--- config.mk ---
export PLATFORM = sky130hd
export DESIGN_NAME = add_arbiter
export DESIGN_NICKNAME = d
export VERILOG_FILES = /design/src/rtl/add_arbiter.sv
export SDC_FILE = /design/constraint.sdc
export NUM_CORES = 1
export LEC_CHECK = 0
export ABC_AREA = 1
export CAP_MARGIN = 20
export CORE_MARGIN = 3
export CORE_UTILIZATION = 40
export DETAILED_ROUTE_END_ITERATION = 6
export MAX_ROUTING_LAYER = met4
export PLACE_DENSITY = 0.81
export SYNTH_ARGS = -nofsm -noshare
export SYNTH_HDL_FRONTEND = slang
export SYNTH_SLANG_ARGS = --single-unit
--- constraint.sdc ---
create_clock -name clk -period 2.3 [get_ports clk]
set_input_delay 0.46 -clock clk [delete_from_list [all_inputs] [get_ports clk]]
set_output_delay 0.46 -clock clk [all_outputs]
set_load 0.005 [all_outputs]
--- src/rtl/add_arbiter.sv ---
// Round-robin arbiter sharing one 8-bit adder among NUM_REQ requesters, one op in flight.
// Accept-to-response 2+ADD_LATENCY cycles; result held in RESP until the winner asserts rsp_ready.
module add_arbiter #(
  parameter int NUM_REQ     = 4,
  parameter int ADD_LATENCY = 0
) (
  input  logic                       clk,
  input  logic                       rst,
  input  logic [NUM_REQ-1:0]         req_valid,
  output logic [NUM_REQ-1:0]         req_ready,
  input  logic [NUM_REQ*8-1:0]       req_ip1,
  input  logic [NUM_REQ*8-1:0]       req_ip2,
  output logic [NUM_REQ-1:0]         rsp_valid,
  input  logic [NUM_REQ-1:0]         rsp_ready,
  output logic [8:0]                 rsp_out,
  output logic [7:0]                 add_ip1,
  output logic [7:0]                 add_ip2,
  input  logic [8:0]                 add_out,
  output logic                       busy,
  output logic [$clog2(NUM_REQ)-1:0] grant_id
);

  localparam int                 IDW = $clog2(NUM_REQ);
  localparam logic [IDW:0]       NR  = (IDW+1)'(NUM_REQ);
  localparam logic [2:0]         LAT = 3'(ADD_LATENCY);
  localparam logic [NUM_REQ-1:0] ONE = NUM_REQ'(1);

  typedef enum logic [1:0] {
    IDLE = 2'd0,
    EXEC = 2'd1,
    RESP = 2'd2
  } state_t;

  state_t         state, state_nxt;
  logic [IDW-1:0] ptr;
  logic [2:0]     cnt;
  logic [7:0]     ip1_arr [NUM_REQ];
  logic [7:0]     ip2_arr [NUM_REQ];
  logic           pick_vld;
  logic [IDW-1:0] pick_id;
  logic [IDW:0]   sum_w;
  logic           accept;
  logic           capture;
  logic           release_rsp;

  for (genvar g = 0; g < NUM_REQ; g++) begin : g_unpack
    assign ip1_arr[g] = req_ip1[8*g +: 8];
    assign ip2_arr[g] = req_ip2[8*g +: 8];
  end

  // Search upward from ptr+1 with wrap; the last winner is naturally visited last.
  always_comb begin
    pick_vld = 1'b0;
    pick_id  = '0;
    sum_w    = '0;
    for (int k = 1; k <= NUM_REQ; k++) begin
      sum_w = {1'b0, ptr} + (IDW+1)'(k);
      if (sum_w >= NR) sum_w = sum_w - NR;
      if (!pick_vld && req_valid[sum_w[IDW-1:0]]) begin
        pick_vld = 1'b1;
        pick_id  = sum_w[IDW-1:0];
      end
    end
  end

  always_ff @(posedge clk) begin
    if (!rst) state <= IDLE;
    else      state <= state_nxt;
  end

  always_comb begin
    state_nxt   = state;
    req_ready   = '0;
    rsp_valid   = '0;
    accept      = 1'b0;
    capture     = 1'b0;
    release_rsp = 1'b0;
    case (state)
      IDLE: begin
        if (rst && pick_vld) begin
          req_ready = ONE << pick_id;
          accept    = 1'b1;
          state_nxt = EXEC;
        end
      end
      EXEC: begin
        if (cnt == 3'd0) begin
          capture   = 1'b1;
          state_nxt = RESP;
        end
      end
      RESP: begin
        rsp_valid = ONE << grant_id;
        if (rsp_ready[grant_id]) begin
          release_rsp = 1'b1;
          state_nxt   = IDLE;
        end
      end
      default: state_nxt = IDLE;
    endcase
  end

  always_ff @(posedge clk) begin
    if (!rst) begin
      ptr      <= IDW'(NUM_REQ-1);
      grant_id <= '0;
      cnt      <= 3'd0;
      add_ip1  <= 8'd0;
      add_ip2  <= 8'd0;
      rsp_out  <= 9'd0;
    end else begin
      if (accept) begin
        add_ip1  <= ip1_arr[pick_id];
        add_ip2  <= ip2_arr[pick_id];
        grant_id <= pick_id;
        cnt      <= LAT;
      end else if (state == EXEC && cnt != 3'd0) begin
        cnt <= cnt - 3'd1;
      end
      if (capture)     rsp_out <= add_out;
      if (release_rsp) ptr     <= grant_id;
    end
  end

  assign busy = (state != IDLE);

endmodule
After elaboration in Yosys (flattened, before gate mapping). Cells that the tools add are included.

Bits in registers: 34. Input port bits: 83. Output and inout bits: 36.

Add/sub/neg operators: 9. $lt $le $gt $ge: 10. Eq/ne operators: 5. Shift-type cells: 2. Muxes and demuxes: 41. Bitwise gates (word level): 2. Reductions and logical operators: 14.

Operator list (count): $bmux W8 S2 (2); $mux W8 (4); $mux W2 (11); $ge A3 B3 Y1 const B (5); $lt A2 B3 Y1 const B (5); $mux W1 (15); $mux W4 (3); $bmux W1 S2 (5); $shl A1 B2 Y4 const A (2); $sub A2 B1 Y2 const B (4); $add A2 B2 Y3 const B (2); $ne A2 B2 Y1 const B (3); $pmux W2 S3 (1); $logic_and A1 B1 Y1 (5); $add A2 B1 Y3 const B (1); $add A2 B3 Y3 const B (1); $logic_not A1 Y1 (3); $logic_not A3 Y1 (1); $not A2 Y3 (1); $reduce_and A3 Y1 (1); $reduce_bool A3 Y1 (1); $sub A3 B1 Y3 const B (1); $eq A2 B1 Y1 const B (1); $eq A2 B2 Y1 const B (1); other kinds (4) (4).

Longest topological paths before layout.
Word-level depth: 19. Mapped depth: 15.

Worst setup path after synthesis. Ideal clock, no wire load.

Path kind: register -> output. From: register ptr[0]. To: output port req_ready[1]. Arrival: 1490 ps. Path slack: 350 ps. Cell stages (with the launch flop): 13. Path buffers: 2. Cell sequence: dfxtp_1 buf_6 inv_6 nand2_1 nand2_2 nand2_2 nand2_2 inv_2 nand2_2 nand2_4 nand3_4 buf_4 nor3_1.

Cells in the longest elaborated chain, start to end: 18. Elaborated cells between the ends (all ways): 42.

Ends and longest elaborated chain: from (decl) (line 35) `logic [IDW-1:0] ptr;`; from (signal assigned) (line 105) `ptr <= IDW'(NUM_REQ-1);`; from (signal assigned) (line 121) `if (release_rsp) ptr <= grant_id;`; $add A2 B1 Y3 (line 57) `sum_w = {1'b0, ptr} + (IDW+1)'(k);`; $ge A3 B3 Y1 / $sub A2 B1 Y2 (equally long branches) (line 58) `if (sum_w >= NR) sum_w = sum_w - NR;`; $mux W2 (line 58); $bmux W1 S2 (line 59) `if (!pick_vld && req_valid[sum_w[IDW-1:0]]) begin`; $mux W1 (implied by the code) (line 59); $mux W1 (line 59); $logic_not A1 Y1 (line 59); $logic_and A1 B1 Y1 (line 59); (+2 left out); $logic_and A1 B1 Y1 (line 59); $mux W1 (line 59); $logic_not A1 Y1 (line 59); $logic_and A1 B1 Y1 (line 59); $mux W2 / $mux W1 (equally long branches) (line 59); $shl A1 B2 Y4 / $logic_and A1 B1 Y1 (equally long branches) (line 81, 80); $mux W4 * (line 80) `if (rst && pick_vld) begin`; $mux W4 * (line 78) `case (state)`; to (decl) (line 10) `output logic [NUM_REQ-1:0] req_ready,`.

Every way passes the cells marked *; elsewhere a longest branch is shown, timed or not. The select of a mux whose other input is x is not followed.

Worst setup path after layout.
From: register ptr[0]. To: output port req_ready[2].

The elaborated chain is that of the path after synthesis.

==> results.ini <==
[die]
die-area_um2 = 6770
initial_utilization_pct = 41.8
die_h_um = 82.3
fp-row-count = 27
core_um2 = 5570
ios = 119
die_x_um = 82.3

[global_route]
overflow = 0
grt_pass1_wl_mm = 13.0
grt_pass1_vias = 2848
grt_usage_pct = 25.4
antenna_found_initial = 0
grt_max_degree = 36

[sta]
rsz0062_at_grt = yes
finalHoldViolations = 0
final.setup_skew_ns = 0.00952
min_period_ns = 2.53
tns_ns = -0.578
fin_crit_sh_pct = 110
setup_viol = 4
worst_slew_pin_slew_ns = 0.292
worst_slack_ns = -0.232
timing.final.max_slew_violations = 0
slew_headroom_pct = 80.5
fmax_ghz = 0.395

[setup_path]
cp-startpoint = ptr[0]$_SDFFE_PN1P_
critPathMaxFanout = 6
endpoint_kind = output port
criticalPathCategory = flip-flop to output port
worstPathRequired_ns = 1.84
crit_arrival_ns = 2.07
r2r_start = ptr[0]$_SDFFE_PN1P_
start_kind = flip-flop

[clocking]
cts_sinks = 34
cts_buffer_depth = 2
cts.clk_slew.worst_paths_ns = 0.07
insertion_delay_ns = 0.29
cts_tree = yes
cts-htree-levels = 2
root_buffer = clkbuf_8
numCtsBuffers = 5

[routing]
routed-wl-met3_um = 683
drt-met1-wl_mm = 3.60
first_pass_iters = 4
drcViolationCount = 0
route.met2.wl_mm = 4.24
wl_per_cell_um = 14.7
route.antenna.remaining_nets = 0
via_per_inst = 5.12
wl_mm = 8.66
vias = 3011
top_layer_used = met4
drtIter0Drc = 169

[place]
gp_congestion = 0.900
dp_hpwl_mm = 6.03
io_buffers = 118

[layout]
drive_gt1_share_pct = 22.9
utilization_pct = 74.2
syn_to_final_growth_pct = 77.5
final_common_cell = clkdlybuf4s50_1
mostFrequentLayoutCells = clkdlybuf4s50_1, nand2_1, buf_4
layout.nets = 600
antenna_cells = 0

[hold_path]
hold_start = add_ip2[7]$_SDFFE_PN0P_
hp-class = flip-flop to flip-flop

[logic_synthesis]
synth_cells = 353
syn_area_per_cell_um2 = 6.60
synth_cell_types = 32
ys_seq_area_share_pct = 29.2
ys_ff_latch = 34
synthesis.nets = 438
synth_warnings = 0
syn_area_um2 = 2330

[run]
max_cap_violations = 0

[status]
violations = negative setup slack
status = finished, violations left

[pwr]
power.switching_mw = 1.22
irDropWorstVdd_mv = 0.521
clkPwrFrac_pct = 14.7
intPower_mw = 1.93
power_frac_seq_pct = 27.0
power.density_nw_per_um2 = 764
comb_power_share_pct = 58.2
leakage_nw = 1.90
netSwitchingFraction_pct = 38.7

-- final timing paths --
path                             endpoint  slack, ns  cells past startpoint
setup / recovery             req_ready[2]      -0.23                     14
hold / removal    add_ip2[7]$_SDFFE_PN0P_       0.46                      2
setup reg to reg  add_ip1[0]$_SDFFE_PN0P_       0.07                     17
hold reg to reg   add_ip2[7]$_SDFFE_PN0P_       0.46                      2
-- registers in the layout, summed over array words and instances, names as in the netlist --
register and cells:
cnt 3, add_ip2 8, rsp_out 9, grant_id 2
state 2, add_ip1 8, ptr 2
-- critical path: stages (launching register included) --
cell and delay, ns:
dfxtp_4 0.37, buf_12 0.15, inv_12 0.07, nand2_4 0.05, nand2_4 0.09, nand2_4 0.07
buf_4 0.13, nand2_1 0.06, nand2_1 0.07, nand2_1 0.09, nand2_2 0.11, nor2_4 0.12
inv_2 0.06, a31oi_1 0.18, buf_2 0.15
-- timing repair --
item	CTS	global route
hold buffers	0	0
setup endpoints to repair	4	10
buffers inserted	12	7
gates cloned	2	0
pin swaps	15	11
resized for setup	52	3
-- kinds of logic after synthesis --
logic type | Yosys count | share of synthesized area (%)
AOI/OAI and AO/OA | 22 | 5.05
and+or+nand+nor | 247 | 54.2
xor gates and xnor gates | 1 | 0.376
buffers and inverters | 47 | 10.1
adders and majority gates | 2 | 1.07
DFF | 34 | 29.2
-- per-stage QoR --
stage	area (um^2)	setup slack (ns)	hold slack [ns]	instances	power (mW)
CTS	4070	-0.135	0.460	581	3.09
global route	4130	-0.303	0.470	588	3.38
global placement	3750	-0.608	0.439	559	2.47
detailed placement	3750	-0.655	0.449	559	2.50
finish	4130	-0.232	0.457	588	3.16
floorplan	2330	0.350	0.440	353	1.73
-- cell usage after synthesis --
master | count | area (um^2)
ha_1 | 2 | 25.0
nor2_2 | 4 | 25.0
nor2_4 | 2 | 22.5
clkinv_2 | 1 | 5.00
nand2_8 | 1 | 20.0
clkinv_1 | 1 | 3.75
nor3b_2 | 8 | 100
inv_2 | 3 | 11.3
nand2_2 | 17 | 106
xor2_1 | 1 | 8.76
nand3_1 | 42 | 210
nor3_1 | 5 | 25.0
dfxtp_1 | 34 | 681
inv_6 | 1 | 8.76
nand4_1 | 25 | 156
buf_2 | 7 | 35.0
nand2_4 | 2 | 22.5
inv_4 | 1 | 6.26
o211ai_1 | 2 | 15.0
or2_2 | 1 | 6.26
nand3_4 | 3 | 52.6
o21ai_1 | 1 | 5.00
o22ai_1 | 1 | 6.26
buf_4 | 1 | 7.51
inv_1 | 25 | 93.8
clkbuf_1 | 2 | 7.51
nor2_1 | 37 | 139
o21ai_0 | 11 | 55.1
a31oi_1 | 1 | 6.26
buf_6 | 5 | 56.3
a21oi_1 | 6 | 30.0
nand2_1 | 100 | 375
-- layer usage --
metal,global-route usage [%],vias to the layer above
met5,-,-
met4,9.63,0
met3,5.86,15
met2,41.4,117
met1,30.2,1398
li1,-,1481
-- power groups by stage --
stage	Combinational [mW]	Sequential [mW]	Clock (mW)
3_5_place_dp	1.64	0.860	0
5_1_grt	2.01	0.872	0.500
3_3_place_gp	1.61	0.855	0
4_1_cts	1.76	0.852	0.474
6_report	1.84	0.853	0.465
2_1_floorplan	0.870	0.860	0
-- final cells by class --
cell class,instances,area (um^2)
fillers,425,1440
inverters,32,136
multi-input cells,272,1520
clock buffers,7,86.3
repair inverters,1,8.76
well taps,72,90.1
flip-flops and latches,34,686
repair buffers,169,1600
clock inverters,1,5.00
Note: power is estimated with default switching activity, not from simulation.
